File: config.mk
export PLATFORM = sky130hd
export DESIGN_NAME = sram_req_ctrl
export DESIGN_NICKNAME = d
export VERILOG_FILES = /design/src/rtl/sram_req_ctrl.sv
export SDC_FILE = /design/constraint.sdc
export NUM_CORES = 1
export LEC_CHECK = 0
export ABC_AREA = 1
export CAP_MARGIN = 20
export CORE_AREA = 2 2 163 165
export DETAILED_ROUTE_END_ITERATION = 10
export DIE_AREA = 0 0 165 167
export PLACE_DENSITY = 0.6
export SLEW_MARGIN = 20
export SYNTH_ARGS = -nofsm -noshare
export SYNTH_HDL_FRONTEND = slang
export SYNTH_SLANG_ARGS = --single-unit
File: constraint.sdc
create_clock -name i_clk -period 11.07 [get_ports i_clk]
set_input_delay 1.107 -clock i_clk [delete_from_list [all_inputs] [get_ports i_clk]]
set_output_delay 1.107 -clock i_clk [all_outputs]
set_load 0.1 [all_outputs]
File: src/rtl/sram_req_ctrl.sv
// sram_req_ctrl: valid/ready request front end for a 1-cycle-latency
// single-port SRAM. Turns accepted requests into single-cycle SRAM strobes
// and parks read data in a small credit-managed response FIFO, so that
// downstream backpressure can never drop a read result.
//
// Optional build macro: SRAM_REQ_CTRL_WACK_EN
//   defined   -> writes consume a credit and return an acknowledge response
//                (o_rsp_wr = 1, o_rsp_rdata = 0), ordered with read responses.
//   undefined -> writes return nothing, are never throttled, o_rsp_wr = 0.
module sram_req_ctrl #(
   parameter int ADDR_W    = 10,
   parameter int DATA_W    = 64,
   parameter int RSP_DEPTH = 2    // power of two, >= 2
) (
   input  logic              i_clk,
   input  logic              i_rst,
   // request stream
   input  logic              i_req_valid,
   output logic              o_req_ready,
   input  logic              i_req_wr,
   input  logic [ADDR_W-1:0] i_req_addr,
   input  logic [DATA_W-1:0] i_req_wdata,
   input  logic [DATA_W-1:0] i_req_mask,
   // response stream
   output logic              o_rsp_valid,
   input  logic              i_rsp_ready,
   output logic [DATA_W-1:0] o_rsp_rdata,
   output logic              o_rsp_wr,
   // SRAM macro pins
   output logic              o_sram_cen,
   output logic              o_sram_wen,
   output logic [DATA_W-1:0] o_sram_bit_mask,
   output logic [ADDR_W-1:0] o_sram_addr,
   output logic [DATA_W-1:0] o_sram_wdata,
   input  logic [DATA_W-1:0] i_sram_rdata
);

   localparam int PTR_W = $clog2(RSP_DEPTH);
   localparam int CNT_W = PTR_W + 1;

   logic              fire;
   logic              pop;
   logic              push;
   logic              full;
   logic              credit_ok;
   logic [CNT_W:0]    free;        // one bit wider than count: holds DEPTH + pop

   logic              rd_pend;     // a response-producing access was issued last cycle
   logic              pend_wr;     // that access was a write

   logic [PTR_W-1:0]  wr_ptr;
   logic [PTR_W-1:0]  rd_ptr;
   logic [CNT_W-1:0]  count;
   logic [DATA_W-1:0] push_data;
   logic [DATA_W-1:0] data_mem [RSP_DEPTH];
`ifdef SRAM_REQ_CTRL_WACK_EN
   logic              wr_mem   [RSP_DEPTH];
`endif

   // Credit accounting and request acceptance.
   // NOTE: every signal driven here gets a default at the top of the block;
   // a path that leaves one unassigned would infer a latch.
   always_comb begin
      pop       = 1'b0;
      free      = '0;
      credit_ok = 1'b0;
      o_req_ready = 1'b0;

      pop  = o_rsp_valid & i_rsp_ready;
      // A slot freed by this cycle's pop can be re-promised at once, which is
      // what lets a full FIFO accept a new read in the same cycle it drains.
      free = (CNT_W+1)'(RSP_DEPTH) + (CNT_W+1)'(pop)
           - (CNT_W+1)'(count)     - (CNT_W+1)'(rd_pend);
      credit_ok = (free != '0);

      if (!i_rst) begin
`ifdef SRAM_REQ_CTRL_WACK_EN
         o_req_ready = credit_ok;
`else
         // Writes produce no response, so they never need a credit.
         o_req_ready = i_req_wr | credit_ok;
`endif
      end
   end

   // SRAM pin drive: strobes only on an accepted request, all pins quiet in reset.
   always_comb begin
      fire            = i_req_valid & o_req_ready;
      o_sram_cen      = fire;
      o_sram_wen      = fire & i_req_wr;
      o_sram_bit_mask = fire ? i_req_mask : '0;
      o_sram_addr     = i_rst ? '0 : i_req_addr;
      o_sram_wdata    = i_rst ? '0 : i_req_wdata;
   end

   // Track the access whose result lands on the SRAM read port next cycle.
   // NOTE: sequential state uses non-blocking assignments only, so every
   // register samples pre-edge values regardless of block evaluation order.
   always_ff @(posedge i_clk) begin
      if (i_rst) begin
         rd_pend <= 1'b0;
         pend_wr <= 1'b0;
      end else begin
`ifdef SRAM_REQ_CTRL_WACK_EN
         rd_pend <= fire;
`else
         rd_pend <= fire & ~i_req_wr;
`endif
         pend_wr <= fire & i_req_wr;
      end
   end

   // Push side: capture SRAM read data (or a zero write-ack) one cycle after issue.
   always_comb begin
      push      = rd_pend;
      push_data = pend_wr ? '0 : i_sram_rdata;
      full      = (count == CNT_W'(RSP_DEPTH));
   end

   // FIFO pointers and occupancy; pointers wrap naturally on a power-of-two depth.
   always_ff @(posedge i_clk) begin
      if (i_rst) begin
         wr_ptr <= '0;
         rd_ptr <= '0;
         count  <= '0;
      end else begin
         if (push) wr_ptr <= wr_ptr + 1'b1;
         if (pop)  rd_ptr <= rd_ptr + 1'b1;
         case ({push, pop})
            2'b10:   count <= count + 1'b1;
            2'b01:   count <= count - 1'b1;
            default: count <= count;
         endcase
      end
   end

   // FIFO storage.
   // NOTE: only entry 0 is reset; it is the head after reset, so this alone
   // keeps o_rsp_rdata/o_rsp_wr at 0, while the other entries stay plain
   // storage that is always written before it is read.
   always_ff @(posedge i_clk) begin
      if (i_rst) begin
         data_mem[0] <= '0;
      end else if (push) begin
         data_mem[wr_ptr] <= push_data;
      end
   end

`ifdef SRAM_REQ_CTRL_WACK_EN
   // Response tag storage: marks write acknowledges.
   always_ff @(posedge i_clk) begin
      if (i_rst) begin
         wr_mem[0] <= 1'b0;
      end else if (push) begin
         wr_mem[wr_ptr] <= pend_wr;
      end
   end
`endif

   // Response outputs come straight from the head entry; no path from i_rsp_ready.
   always_comb begin
      o_rsp_valid = (count != '0);
      o_rsp_rdata = data_mem[rd_ptr];
`ifdef SRAM_REQ_CTRL_WACK_EN
      o_rsp_wr    = wr_mem[rd_ptr];
`else
      o_rsp_wr    = 1'b0;
`endif
   end

   // Credit accounting guarantees a slot for every pending push.
   a_no_overflow : assert property (@(posedge i_clk) disable iff (i_rst)
                                    !(push && full && !pop));

endmodule

==> After elaboration in Yosys (flattened, before gate mapping) <==
Memories as Yosys holds them, arrays and structs flattened. A register that Yosys moved wholly into a read port is not among the register bits.
Index checks and enable logic that the tools add are counted.
{ "totals": {"regBits": 6, "n_memories": 1, "inputBits": 207, "latch_bits": 0, "mem_bits_ro": 0, "mem_bits_rw": 128} }
{ "memory_table": {"columns": ["memory", "words", "width", "read_ports", "rd_ports_with_merged_regs", "wr", "line_no", "source"], "rows": [
  ["data_mem", 2, 64, 1, 1, 1, "55", "logic [DATA_W-1:0] data_mem [RSP_DEPTH];"]
]} }
{ "classes": {"bitwise_logic": 6, "eq_ne": 2, "reduce_logical": 4, "multipliers": 0, "n_mux": 16, "div_mod_pow": 0, "shifts": 0, "order_cmp": 0, "addsub": 7} }
{ "op_table": {"columns": ["cell", "n"], "rows": [
  ["two-way mux 64 bit", 4],
  ["OR reduction 64 bit", 1],
  ["two-way mux 1 bit", 10],
  ["two-way mux 10 bit", 1],
  ["AND 1 bit", 4],
  ["one-hot mux 2 bit (2 select lines)", 1],
  ["nonzero test 2 bit", 2],
  ["adder 2 x 1 -> 3 bit (first input constant)", 1],
  ["nonzero test 3 bit", 1],
  ["subtractor 3 x 1 -> 3 bit", 1],
  ["subtractor 3 x 2 -> 3 bit", 1],
  ["adder 1 bit (second input constant)", 2],
  ["adder 2 x 1 -> 2 bit (second input constant)", 1],
  ["== test 2 x 1 -> 1 bit (second input constant)", 1],
  ["== test 2 bit (second input constant)", 1],
  ["subtractor 2 x 1 -> 2 bit (second input constant)", 1],
  ["inverter 1 bit", 1],
  ["bitwise OR 1 bit", 1]
]} }

==> Logic depth before layout (Yosys ltp) <==
Gate-level depths: netlist (run 1).
{ "depth": {"word_depth": 10, "ltp_mapped": 12} }

==> Worst setup path before layout (run 1) <==
OpenSTA, ideal clock, no wires.
{ "synth_timing": {"path_kind": "input port to flip-flop", "from": "in i_rst", "to": "mem data_mem[1][0], enable pin", "path_stages": 3, "setup_slack_ns": 4.720, "n_path_buf": 2, "arrival_ns": 5.785, "setup_time_ns": 0.565, "path_cell_list": "buf_6 -> buf_2 -> nor3_1"} }
{ "synth_via": {"elab_chain_cells": 4, "word_cells_on_any_way": 7, "classes_between": "mux (6); reduce/logical (1)"} }
{ "synth_lines": {"columns": ["element", "line_no", "source"], "rows": [
  ["from (decl)", "16", "input logic i_rst,"],
  ["two-way mux 1 bit", "142", "if (i_rst) begin"],
  ["two-way mux 1 bit (not written as such)", "145", "data_mem[wr_ptr] <= push_data;"],
  ["OR reduction 64 bit (no line)", null, null],
  ["two-way mux 1 bit (no line)", null, null],
  ["to (decl)", "55", null]
]} }
Several ways; a longest one is shown, not always the timed one.

==> Worst setup path after layout (run 1) <==
{ "layout_timing": {"from": "in i_rsp_ready", "to": "out o_sram_bit_mask[51]"} }
{ "layout_via": {"elab_chain_cells": 9} }
{ "layout_lines": {"columns": ["element", "line_no", "source"], "rows": [
  ["from (decl)", "26", "input logic i_rsp_ready,"],
  ["AND 1 bit", "69", "pop = o_rsp_valid & i_rsp_ready;"],
  ["adder 2 x 1 -> 3 bit", "72", "free = (CNT_W+1)'(RSP_DEPTH) + (CNT_W+1)'(pop)"],
  ["subtractor 3 x 2 -> 3 bit", "73", "- (CNT_W+1)'(count) - (CNT_W+1)'(rd_pend);"],
  ["subtractor 3 x 1 -> 3 bit", "73", null],
  ["nonzero test 3 bit", "74", "credit_ok = (free != '0);"],
  ["bitwise OR 1 bit", "81", "o_req_ready = i_req_wr | credit_ok;"],
  ["two-way mux 1 bit", "76", "if (!i_rst) begin"],
  ["AND 1 bit", "88", "fire = i_req_valid & o_req_ready;"],
  ["two-way mux 64 bit", "91", "o_sram_bit_mask = fire ? i_req_mask : '0;"],
  ["to (decl)", "32", "output logic [DATA_W-1:0] o_sram_bit_mask,"]
]} }
Every way passes these cells.

==> impl_results.md, run 1 <==
- Outcome: finished clean
- GRT overflow: 0
- Drt initial violations: 269
- Post-synth EDFFs: 128
- M2 GR Usage: 29.38%
- Vias: 5850
- Detail Route Antenna Nets: 0
- Die X-Extent: 165 µm
- FFs w/ async S/R, synth: 0%
- Synth area leader: edfxtp_1
- Synth cell types: 26
- WL final: 23820 µm
- Worst EP arrival: 4.76 ns
- Largest family of logic cells by synthesized area: simple AND/OR/NAND/NOR gates
- Slowest CP cell: clkdlybuf4s50_1
- First-pass GRT wire length: 34880 µm
- Share of layout cells above drive strength 1: 10.45%
- CP max stage delay: 1.20 ns
- Initial antenna violation count: 3
- Final period util: 53.03%
- # nets final: 1299
- Final setup vio count: 0
- TritonCTS Buffers: 17
- Syn Inst Count: 691
- Die area: 27560 µm²
- LEAKAGE: 4.912 nW
- Met3 GRT Util: 7.945%
- CP required: 9.96 ns
- Final Wtd Congestion: 0.8567
- Post-CTS Repair Setup Buffers: 0
- Core Area: 25760 µm²
- Vias in the first global route: 5915
- Fin crit period: 5.870 ns
- Clk slew on worst S/H paths: 0.06 ns
- Pwr dens: 163.9 nW/µm²
- 1st-pass router iterations: 4
- Row count: 59
- Most used routing layer in global routing: met2
- Most common cell in the synthesized netlist: nor2_1
- CP Capture Type: output pin
- Pin count of the biggest net entering global routing: 66
- Fin cells: 1437
- CTS tree: yes
- Final hold vios: 0
- Post-CTS Hold Fix Bufs: 0
- Crit. Startpoint: i_rsp_ready
- Setup Skew: 0.007709 ns
- Post-Synth XOR/XNOR Area: 0%
- Slew headroom: 27.95%
- Post-synthesis mux area share: 10.50%
- Synth cell count leaders: 198 x nor2_1, 154 x inv_1, 128 x edfxtp_1
- CP Launch Type: input pin
- Gr usage total: 17.07%
- Measured slew at the worst slew-check pin: 1.077 ns
- Max-cap violation count: 0
- Sequential area share after synthesis: 58.04%
- CP Cell Sequence: clkdlybuf4s50_1 -> nand2_1 -> fa_1 -> ha_1 -> nand2_1 -> inv_1 -> nand3_1 -> nand3_4 -> nor2_1 -> clkdlybuf4s50_1
- Post-CTS Resized: 0
- Via density: 4.071
- Clk Latency, worst-skew pair: 0.41 ns
- PortBufs: 412
- Unrepaired setup endpoints after global routing: false
- Critical Path End: o_sram_bit_mask[51]
- Yosys top cell area share: 56.00%
- Critical R2R Capture: data_mem[1][5]
- Synth warn: 0
- I/O pin count: 414
- FMAX: 0.1704 GHz
- Dpl cells: 1405
- DRC violations left: 0
- Max FO, Critical Path: 65
- CTS max path bufs: 2
- Grt met1 use: 18.17%
- Die height: 167 µm
- Synthesized flop and latch total: 135
- Largest cells by area after synthesis: edfxtp_1 56%, nor2_1 11%, mux2_2 10%, inv_1 8.4%, nand2_1 4.1%
- CP Class: in2out
- R2R setup slack: 9.23 ns
- Post-DP HPWL: 18260 µm
- Avg WL per Cell: 16.58 µm
- Final Util: 45.67%
- FF-to-FF path depth: 3
- Post-Synth Simple-Gate Area: 17.50%
- Post-Syn Area: 6864 µm²
- Maximum VDD drop: 0.09608 mV
- Main synth FF type: edfxtp_1
- RR Startpoint: push
- Syn Area/Cell: 9.934 µm²
- Syn_nets: 901
- Slew Limit Fails: 0
- Setup TNS: 0 ns
- Compound-Gate Fraction of Synth Area: 0.3646%
- Initial Utilization: 26.64%
- Worst Hold Class: reg2reg
- CTS Root Cell: clkbuf_16
- H-tree depth: 4
- Post-synthesis adder-cell area fraction: 0.6562%
- Sink Count: 135
- Area Growth Syn to Fin: 71.42%
-- critical path: cells and delay by family --
kind | cells | cell delay [ns]
fa+ha+maj | 2 | 0.65
buf+inv | 3 | 1.69
simple gates | 5 | 1.26
-- cells in the final DEF, fill, tap and decap left out, drive strengths merged, types with 5 or more instances in the layout --
cell,instances
clkdlybuf4s50,411
nor2,210
inv,156
edfxtp,128
nand2,75
mux2,64
clkbuf,18
dfxtp,7
buf,5
-- power by group --
group          internal, mW  switching [mW]  leakage [nW]  total [mW]
registers             0.579         0.00610          1.32       0.585
clock network         0.374           0.209         0.283       0.583
logic                 0.205           0.556          3.31       0.761
-- metrics by stage --
| step | area, µm² | power (mW) | hold slack (ns) | setup slack, ns |
|---|---|---|---|---|
| after global placement | 11150 | 1.362 | 0.4538 | 5.232 |
| after floorplan | 6864 | 1.154 | 0.4453 | 4.720 |
| after CTS | 11760 | 1.954 | 0.4719 | 5.187 |
| after detailed placement | 11150 | 1.363 | 0.4628 | 5.197 |
| final | 11770 | 1.929 | 0.4700 | 5.200 |
| after global routing | 11770 | 1.994 | 0.4939 | 5.005 |
-- flip-flops by register name, indices dropped and copies added (netlist names), named ones only --
register,cells
data_mem,128
count,2
pend_wr,1
push,1
rd_ptr,1
wr_ptr,1
-- cell type report --
cell class | count | area [µm²]
clock inverters | 13 | 180.2
clock buffers | 18 | 429.2
fillers | 2484 | 14000
well taps | 335 | 419.2
flip-flops and latches | 135 | 3986
multi-input cells | 364 | 2016
diodes | 1 | 2.502
repair buffers | 416 | 4149
inverters | 155 | 584.3
-- worst min-delay path by stage --
| stage | start | to | slack, ns | depth (start not counted) |
|---|---|---|---|---|
| 3_5_place_dp | wr_ptr | wr_ptr | 0.46 | 2 |
| 3_3_place_gp | wr_ptr | wr_ptr | 0.45 | 2 |
| 6_report | wr_ptr | wr_ptr | 0.47 | 2 |
| 4_1_cts | wr_ptr | wr_ptr | 0.47 | 2 |
| 5_1_grt | wr_ptr | wr_ptr | 0.49 | 2 |
| 2_1_floorplan | wr_ptr | wr_ptr | 0.45 | 2 |
-- cell families after synthesis --
group / count (synthesis)
fa+ha+maj: 3
other cells: 1
buf+inv: 192
flops: 135
mux: 64
simple gates: 291
compound gates: 5
-- per-layer routing --
metal | part of all wire (%) | vias to the layer above
met3 | 10 | 33
met5 | 0 | -
met2 | 50 | 232
met1 | 37 | 2684
met4 | 2.7 | 0
li1 | - | 2901
Note: power is estimated with default switching activity, not from simulation.
==> run 2: changes to the inputs <==
--- a/config.mk
+++ b/config.mk
@@ -7,10 +7,10 @@
 export LEC_CHECK = 0
 export ABC_AREA = 1
 export CAP_MARGIN = 20
-export CORE_AREA = 2 2 163 165
+export CORE_AREA = 2 2 159 161
 export DETAILED_ROUTE_END_ITERATION = 10
-export DIE_AREA = 0 0 165 167
-export PLACE_DENSITY = 0.6
+export DIE_AREA = 0 0 161 163
+export PLACE_DENSITY = 0.65
 export SLEW_MARGIN = 20
 export SYNTH_ARGS = -nofsm -noshare
 export SYNTH_HDL_FRONTEND = slang
==> constraint.sdc (replaced) <==
create_clock -name i_clk -period 4.9 [get_ports i_clk]
set_input_delay 0.49 -clock i_clk [delete_from_list [all_inputs] [get_ports i_clk]]
set_output_delay 0.49 -clock i_clk [all_outputs]
set_load 0.1 [all_outputs]
==> run 2 against run 1 <==
Compared with the run above:
- clock skew decreased by 0.0017 ns
- clock power increased by 120%
- critical endpoint is now o_sram_bit_mask[37]
- clock-buffer cell count increased by 1
- non-clock buffer count unchanged
- cell count decreased by 0.28%
==> impl_results.md, run 2 (same netlist as run 1, synthesis figures left out) <==
- Final setup vio count: 0 (unchanged)
- Clk Latency, worst-skew pair: 0.40 ns (was 0.41 ns)
- Final Wtd Congestion: 0.8461 (was 0.8567)
- Place WS: 1.457 ns (was 5.197 ns)
- Pin count of the biggest net entering global routing: 80 (was 66)
- RR Startpoint: push (unchanged)
- Area Growth Syn to Fin: 68.92% (was 71.42%)
- Clk slew on worst S/H paths: 0.06 ns (about the same)
- Initial antenna violation count: 5 (was 3)
- FMAX: 0.2805 GHz
- WL final: 23890 µm (was 23820 µm)
- CTS max path bufs: 2 (unchanged)
- Die X-Extent: 161 µm (was 165 µm)
- Clock Power Share: 29.9% (was 30.2%)
- Maximum VDD drop: 0.2626 mV (was 0.09608 mV)
- Logic gate share of total power: 38.9% (was 39.5%)
- Internal: 2.566 mW (was 1.158 mW)
- Sink Count: 135 (unchanged)
- Final instance area: 11590 µm² (was 11770 µm²)
- Post-DP HPWL: 18240 µm (was 18260 µm)
- Detail Route Antenna Nets: 0 (unchanged)
- Max-cap violation count: 0 (unchanged)
- Die height: 163 µm (was 167 µm)
- Final hold vios: 0 (unchanged)
- Post-CTS Repair Setup Buffers: 0 (unchanged)
- Core Area: 24670 µm² (was 25760 µm²)
- Fillers: 2351 (was 2484)
- I/O pin count: 414 (unchanged)
- Dpl cells: 1400 (was 1405)
- Pwr dens: 372.9 nW/µm² (was 163.9 nW/µm²)
- # nets final: 1299 (unchanged)
- Slew headroom: 25.35% (was 27.95%)
- Commonest non-fill, non-tap cell in the layout: clkdlybuf4s50_1 (unchanged)
- Reg power frac: 31.2% (was 30.3%)
- Fin cells: 1433 (was 1437)
- Drt initial violations: 307 (was 269)
- Measured slew at the worst slew-check pin: 1.116 ns (was 1.077 ns)
- Min-delay src: wr_ptr (unchanged)
- Unrepaired setup endpoints after global routing: false (unchanged)
- Initial Utilization: 27.82% (was 26.64%)
- Fin crit period: 3.565 ns
- Worst EP arrival: 3.08 ns (was 4.76 ns)
- Net Sw Power: 1.757 mW (was 770.4 µW)
- Area after DPL: 10990 µm² (was 11150 µm²)
- Via density: 4.132 (was 4.071)
- Post-CTS Resized: 0 (unchanged)
- Final setup margin: 1.335 ns (was 5.200 ns)
- Share of layout cells above drive strength 1: 16.61% (was 10.45%)
- Post-CTS Hold Fix Bufs: 0 (unchanged)
- Hold depth: 2 (unchanged)
- CP required: 4.41 ns (was 9.96 ns)
- Biggest regs: data_mem: 128 flops, count: 2 flops (unchanged)
- CP Capture Type: output pin (unchanged)
- PortBufs: 412 (unchanged)
- Slew Limit Fails: 0 (unchanged)
- Commonest non-fill, non-tap cells in the layout: 345 x clkdlybuf4s50_1, 198 x nor2_1, 154 x inv_1, 128 x edfxtp_1, 74 x nand2_1 (was 411 x clkdlybuf4s50_1, 198 x nor2_1, 154 x inv_1, 128 x edfxtp_1, 74 x nand2_1)
- R2R setup slack: 3.08 ns (was 9.23 ns)
- CP Launch Type: register (was input pin)
- Hold endpoint: wr_ptr (unchanged)
- Power Total: 4.323 mW (was 1.929 mW)
- Outcome: finished clean (unchanged)
- FF-to-FF path depth: 4 (was 3)
- Worst Hold Class: reg2reg (unchanged)
- DRC violations left: 0 (unchanged)
- Final period util: 72.76%
- Avg WL per Cell: 16.67 µm (was 16.58 µm)
- First-pass GRT wire length: 33930 µm (was 34880 µm)
- GRT overflow: 0 (unchanged)
- CTS tree: yes (unchanged)
- Setup TNS: 0 ns (unchanged)
- Setup Skew: 0.005985 ns (was 0.007709 ns)
- Row count: 58 (was 59)
- Most flops, register: data_mem (unchanged)
- Die area: 26240 µm² (was 27560 µm²)
- LEAKAGE: 5.039 nW (was 4.912 nW)
- TritonCTS Buffers: 17 (unchanged)
- Critical R2R Capture: data_mem[0][19] (was data_mem[1][5])
- Max FO, Critical Path: 65 (unchanged)
- Max reg flops: 128 (unchanged)
- CTS Root Cell: clkbuf_16 (unchanged)
- Gr usage total: 17.37% (was 17.07%)
- Net Sw Frac: 40.65% (was 39.95%)
- Vias in the first global route: 5719 (was 5915)
- CP Class: reg2out (was in2out)
- H-tree depth: 4 (unchanged)
- 1st-pass router iterations: 4 (unchanged)
- Vias: 5921 (was 5850)
==> run 2: cell count changes in the layout (fill, tap and decap cells not counted), sizes merged <==
cell / previous run / this run
buf: 5 / 71
clkdlybuf4s50: 411 / 345
bufinv: 4 / 3
clkbuf: 18 / 19
clkinv: 4 / 5
clkinvlp: 4 / 3
inv: 156 / 157
==> run 2: final cells by class <==
cell class	instances	area [µm²]	area share, %
diodes	1	2.502	0.02158
clock buffers	19	432.9	3.734
clock inverters	13	172.7	1.489
inverters	155	584.3	5.039
multi-input cells	364	2014	17.37
flip-flops and latches	135	3989	34.40
well taps	330	412.9	3.561
repair buffers	416	3986	34.38
==> run 2: worst max-delay path by stage <==
stage | startpoint | end | slack (ns) | cells after the start
6_report | count[0] | o_sram_bit_mask[37] | 1.33 | 12
5_1_grt | count[0] | o_sram_bit_mask[0] | 1.13 | 12
4_1_cts | count[0] | o_sram_bit_mask[37] | 1.33 | 12
3_5_place_dp | i_rsp_ready | o_sram_bit_mask[37] | 1.46 | 11
3_3_place_gp | i_rsp_ready | o_sram_bit_mask[48] | 1.53 | 11
2_1_floorplan | count[0] | o_sram_bit_mask[44] | 0.64 | 12
==> run 2: routing by layer <==
metal  GRT usage [%]  wire length, µm
met5               0               50
met3           6.774             2220
met1           21.90             9778
met2           27.98            11380
met4           4.545              465
==> run 2: stage by stage <==
stage                     hold WS (ns)  util (%)
after CTS                       0.4726     46.98
after detailed placement        0.4630     44.53
after global routing            0.5075     46.98
final                           0.4725     46.99
after floorplan                 0.4453         -
after global placement          0.4529     44.53
==> run 2: critical path, stage by stage (launching register included) <==
cell	delay, ns
dfxtp_1	0.40
inv_1	0.11
nand2_1	0.12
nand2_1	0.11
fa_1	0.37
ha_1	0.28
nand2_1	0.05
inv_1	0.06
nand3_1	0.08
nand3_2	0.06
buf_4	0.61
nor2_1	0.12
buf_4	0.27
==> run 2: power by group through the flow <==
stage / registers [mW] / clock network [mW] / logic [mW]
finish: 1.35 / 1.29 / 1.68
global route: 1.36 / 1.37 / 1.74
CTS: 1.35 / 1.33 / 1.69
detailed placement: 1.38 / 0 / 1.69
global placement: 1.37 / 0 / 1.69
floorplan: 1.34 / 0 / 1.27
==> run 3: changes to the inputs <==
--- a/config.mk
+++ b/config.mk
@@ -10,7 +10,7 @@
 export CORE_AREA = 2 2 159 161
 export DETAILED_ROUTE_END_ITERATION = 10
 export DIE_AREA = 0 0 161 163
-export PLACE_DENSITY = 0.65
+export PLACE_DENSITY = 0.62
 export SLEW_MARGIN = 20
 export SYNTH_ARGS = -nofsm -noshare
 export SYNTH_HDL_FRONTEND = slang
==> constraint.sdc (replaced) <==
create_clock -name i_clk -period 3.5 [get_ports i_clk]
set_input_delay 0.35 -clock i_clk [delete_from_list [all_inputs] [get_ports i_clk]]
set_output_delay 0.35 -clock i_clk [all_outputs]
set_load 0.1 [all_outputs]
==> run 3 against run 2 <==
Compared with the run above:
- sequential share of layout area shrank 2.8 points
- worst setup slack lost 1.1 ns
- clock skew grew 0.0020 ns
- first-iteration DRC count shrank 18%
- largest power group unchanged
- hold slack lost 0.022 ns
- wire length grew 8.1%
- non-clock buffer count grew 10
- final area grew 8.8%
==> impl_results.md, run 3 (same netlist as run 1, synthesis figures left out) <==
- Multi-input gate area: 2386 µm² (was 2014 µm²)
- Pin count of the biggest net entering global routing: 65 (was 80)
- Core Area: 24670 µm² (unchanged)
- Crit. Startpoint: count[0] (unchanged)
- Vias in the first global route: 6228 (was 5719)
- FMAX: 0.3048 GHz
- FF-to-FF path depth: 5 (was 4)
- Measured slew at the worst slew-check pin: 1.034 ns (was 1.116 ns)
- LEAKAGE: 5.543 nW (was 5.039 nW)
- Slowest CP cell: dfxtp_1 (was buf_4)
- Fillers: 2285 (was 2351)
- Initial antenna violation count: 10 (was 5)
- Cell family with most CP delay: simple AND/OR/NAND/NOR gates (was buffers and inverters)
- CTS max path bufs: 2 (unchanged)
- DRC violations left: 0 (unchanged)
- Most numerous cell on the critical path: nand2_1 (unchanged)
- CTS Root Cell: clkbuf_16 (unchanged)
- Outcome: finished clean (unchanged)
- CTS tree: yes (unchanged)
- Post-DP HPWL: 20540 µm (was 18240 µm)
- Clk slew on worst S/H paths: 0.06 ns (about the same)
- Detail Route Antenna Nets: 0 (unchanged)
- Slew Limit Fails: 0 (unchanged)
- GRT overflow: 0 (unchanged)
- Die height: 163 µm (unchanged)
- 1st-pass router iterations: 4 (unchanged)
- Commonest non-fill, non-tap cell in the layout: clkdlybuf4s50_1 (unchanged)
- RR Startpoint: push (unchanged)
- First-pass GRT wire length: 37160 µm (was 33930 µm)
- Critical R2R Capture: data_mem[0][53] (was data_mem[0][19])
- # nets final: 1309 (was 1299)
- Sink Count: 135 (unchanged)
- Die area: 26240 µm² (unchanged)
- Post-CTS Resized: 0 (unchanged)
- Post-CTS Repair Setup Buffers: 0 (unchanged)
- Slew headroom: 31.07% (was 25.35%)
- Commonest non-fill, non-tap cells in the layout: 206 x clkdlybuf4s50_1, 154 x inv_1, 150 x nor2_1, 148 x buf_4, 128 x edfxtp_1 (was 345 x clkdlybuf4s50_1, 198 x nor2_1, 154 x inv_1, 128 x edfxtp_1, 74 x nand2_1)
- Max reg flops: 128 (unchanged)
- Maximum VDD drop: 0.3160 mV (was 0.2626 mV)
- Drt initial violations: 251 (was 307)
- Final hold vios: 0 (unchanged)
- I/O pin count: 414 (unchanged)
- R2R setup slack: 1.75 ns (was 3.08 ns)
- Fin crit period: 3.281 ns
- Hold_ws: 0.4505 ns (was 0.4725 ns)
- Area Growth Syn to Fin: 83.85% (was 68.92%)
- H-tree depth: 4 (unchanged)
- Share of layout cells above drive strength 1: 34.26% (was 16.61%)
- Worst Hold Class: in2reg (was reg2reg)
- Final period util: 93.74%
- Gr usage total: 19.21% (was 17.37%)
- Power Total: 6.301 mW (was 4.323 mW)
- Clk Latency, worst-skew pair: 0.41 ns (was 0.40 ns)
- Row count: 58 (unchanged)
- PortBufs: 412 (unchanged)
- CP Capture Type: output pin (unchanged)
- Via density: 4.184 (was 4.132)
- Post-CTS Hold Fix Bufs: 0 (unchanged)
- Worst path bufs/invs: 4 (unchanged)
- Worst EP arrival: 2.93 ns (was 3.08 ns)
- Max FO, Critical Path: 17 (was 65)
- Critical Path End: o_sram_bit_mask[43] (was o_sram_bit_mask[37])
- Final Wtd Congestion: 0.8092 (was 0.8461)
- CP Class: reg2out (unchanged)
- Vias: 6050 (was 5921)
- Unrepaired setup endpoints after global routing: false (unchanged)
- Initial Utilization: 27.82% (unchanged)
- Register area: 3986 µm² (was 3989 µm²)
- Final setup vio count: 0 (unchanged)
- TritonCTS Buffers: 17 (unchanged)
- Avg WL per Cell: 17.86 µm (was 16.67 µm)
- CP Launch Type: register (unchanged)
- Critical path depth: 12 (unchanged)
- Die X-Extent: 161 µm (unchanged)
- CP required: 3.15 ns (was 4.41 ns)
- Pwr dens: 499.3 nW/µm² (was 372.9 nW/µm²)
- Max-cap violation count: 0 (unchanged)
- CP max stage delay: 0.40 ns (was 0.61 ns)
- Setup Skew: 0.007974 ns (was 0.005985 ns)
- WL final: 25830 µm (was 23890 µm)
- Biggest regs: data_mem: 128 flops, count: 2 flops (unchanged)
- CP Cell Sequence: inv_1 -> nand2_1 -> nand2_1 -> fa_1 -> ha_1 -> nand2_1 -> inv_1 -> nand3_1 -> nand3_4 -> buf_12 -> nor2_4 -> buf_12 (was inv_1 -> nand2_1 -> nand2_1 -> fa_1 -> ha_1 -> nand2_1 -> inv_1 -> nand3_1 -> nand3_2 -> buf_4 -> nor2_1 -> buf_4)
- Most flops, register: data_mem (unchanged)
-- run 3: final cells by class --
type | instances | share of cell area, %
clock buffers | 18 | 3.401
clock inverters | 14 | 1.557
inverters | 155 | 4.630
multi-input cells | 364 | 18.91
well taps | 330 | 3.272
repair buffers | 426 | 36.57
flip-flops and latches | 135 | 31.59
diodes | 4 | 0.07932
-- run 3: how the worst min path moves through the flow --
stage	startpoint	depth (start not counted)	to	slack (ns)
final	i_rst	2	wr_ptr	0.45
after global routing	i_rst	2	wr_ptr	0.47
after CTS	i_rst	2	wr_ptr	0.44
after detailed placement	wr_ptr	2	wr_ptr	0.47
after global placement	wr_ptr	2	wr_ptr	0.45
after floorplan	wr_ptr	2	wr_ptr	0.45
-- run 3: layer usage --
layer  vias to the layer above  share of wire, %  global-route usage (%)
met5                         -              0.27                       0
met1                      2820                36                   19.95
li1                       2932                 -                       -
met4                        10               3.0                   6.859
met2                       243                52                   34.72
met3                        45               9.0                   8.123
-- run 3: stage by stage --
stage                     utilization, %  std cells  TNS (ns)  instance area (µm²)  setup slack [ns]
after global routing               51.11       1442         0                12610           0.02558
after global placement             48.57       1410         0                11980            0.4516
final                              51.15       1446         0                12620            0.2190
after detailed placement           48.57       1410         0                11980            0.4265
after floorplan                        -        691    -2.470                 7244           -0.4932
after CTS                          51.11       1442         0                12610            0.1813
-- run 3: where the power goes --
group,switching (mW),internal [mW]
clock network,0.681,1.20
registers,0.0258,1.83
logic,1.83,0.733
total,2.54,3.76
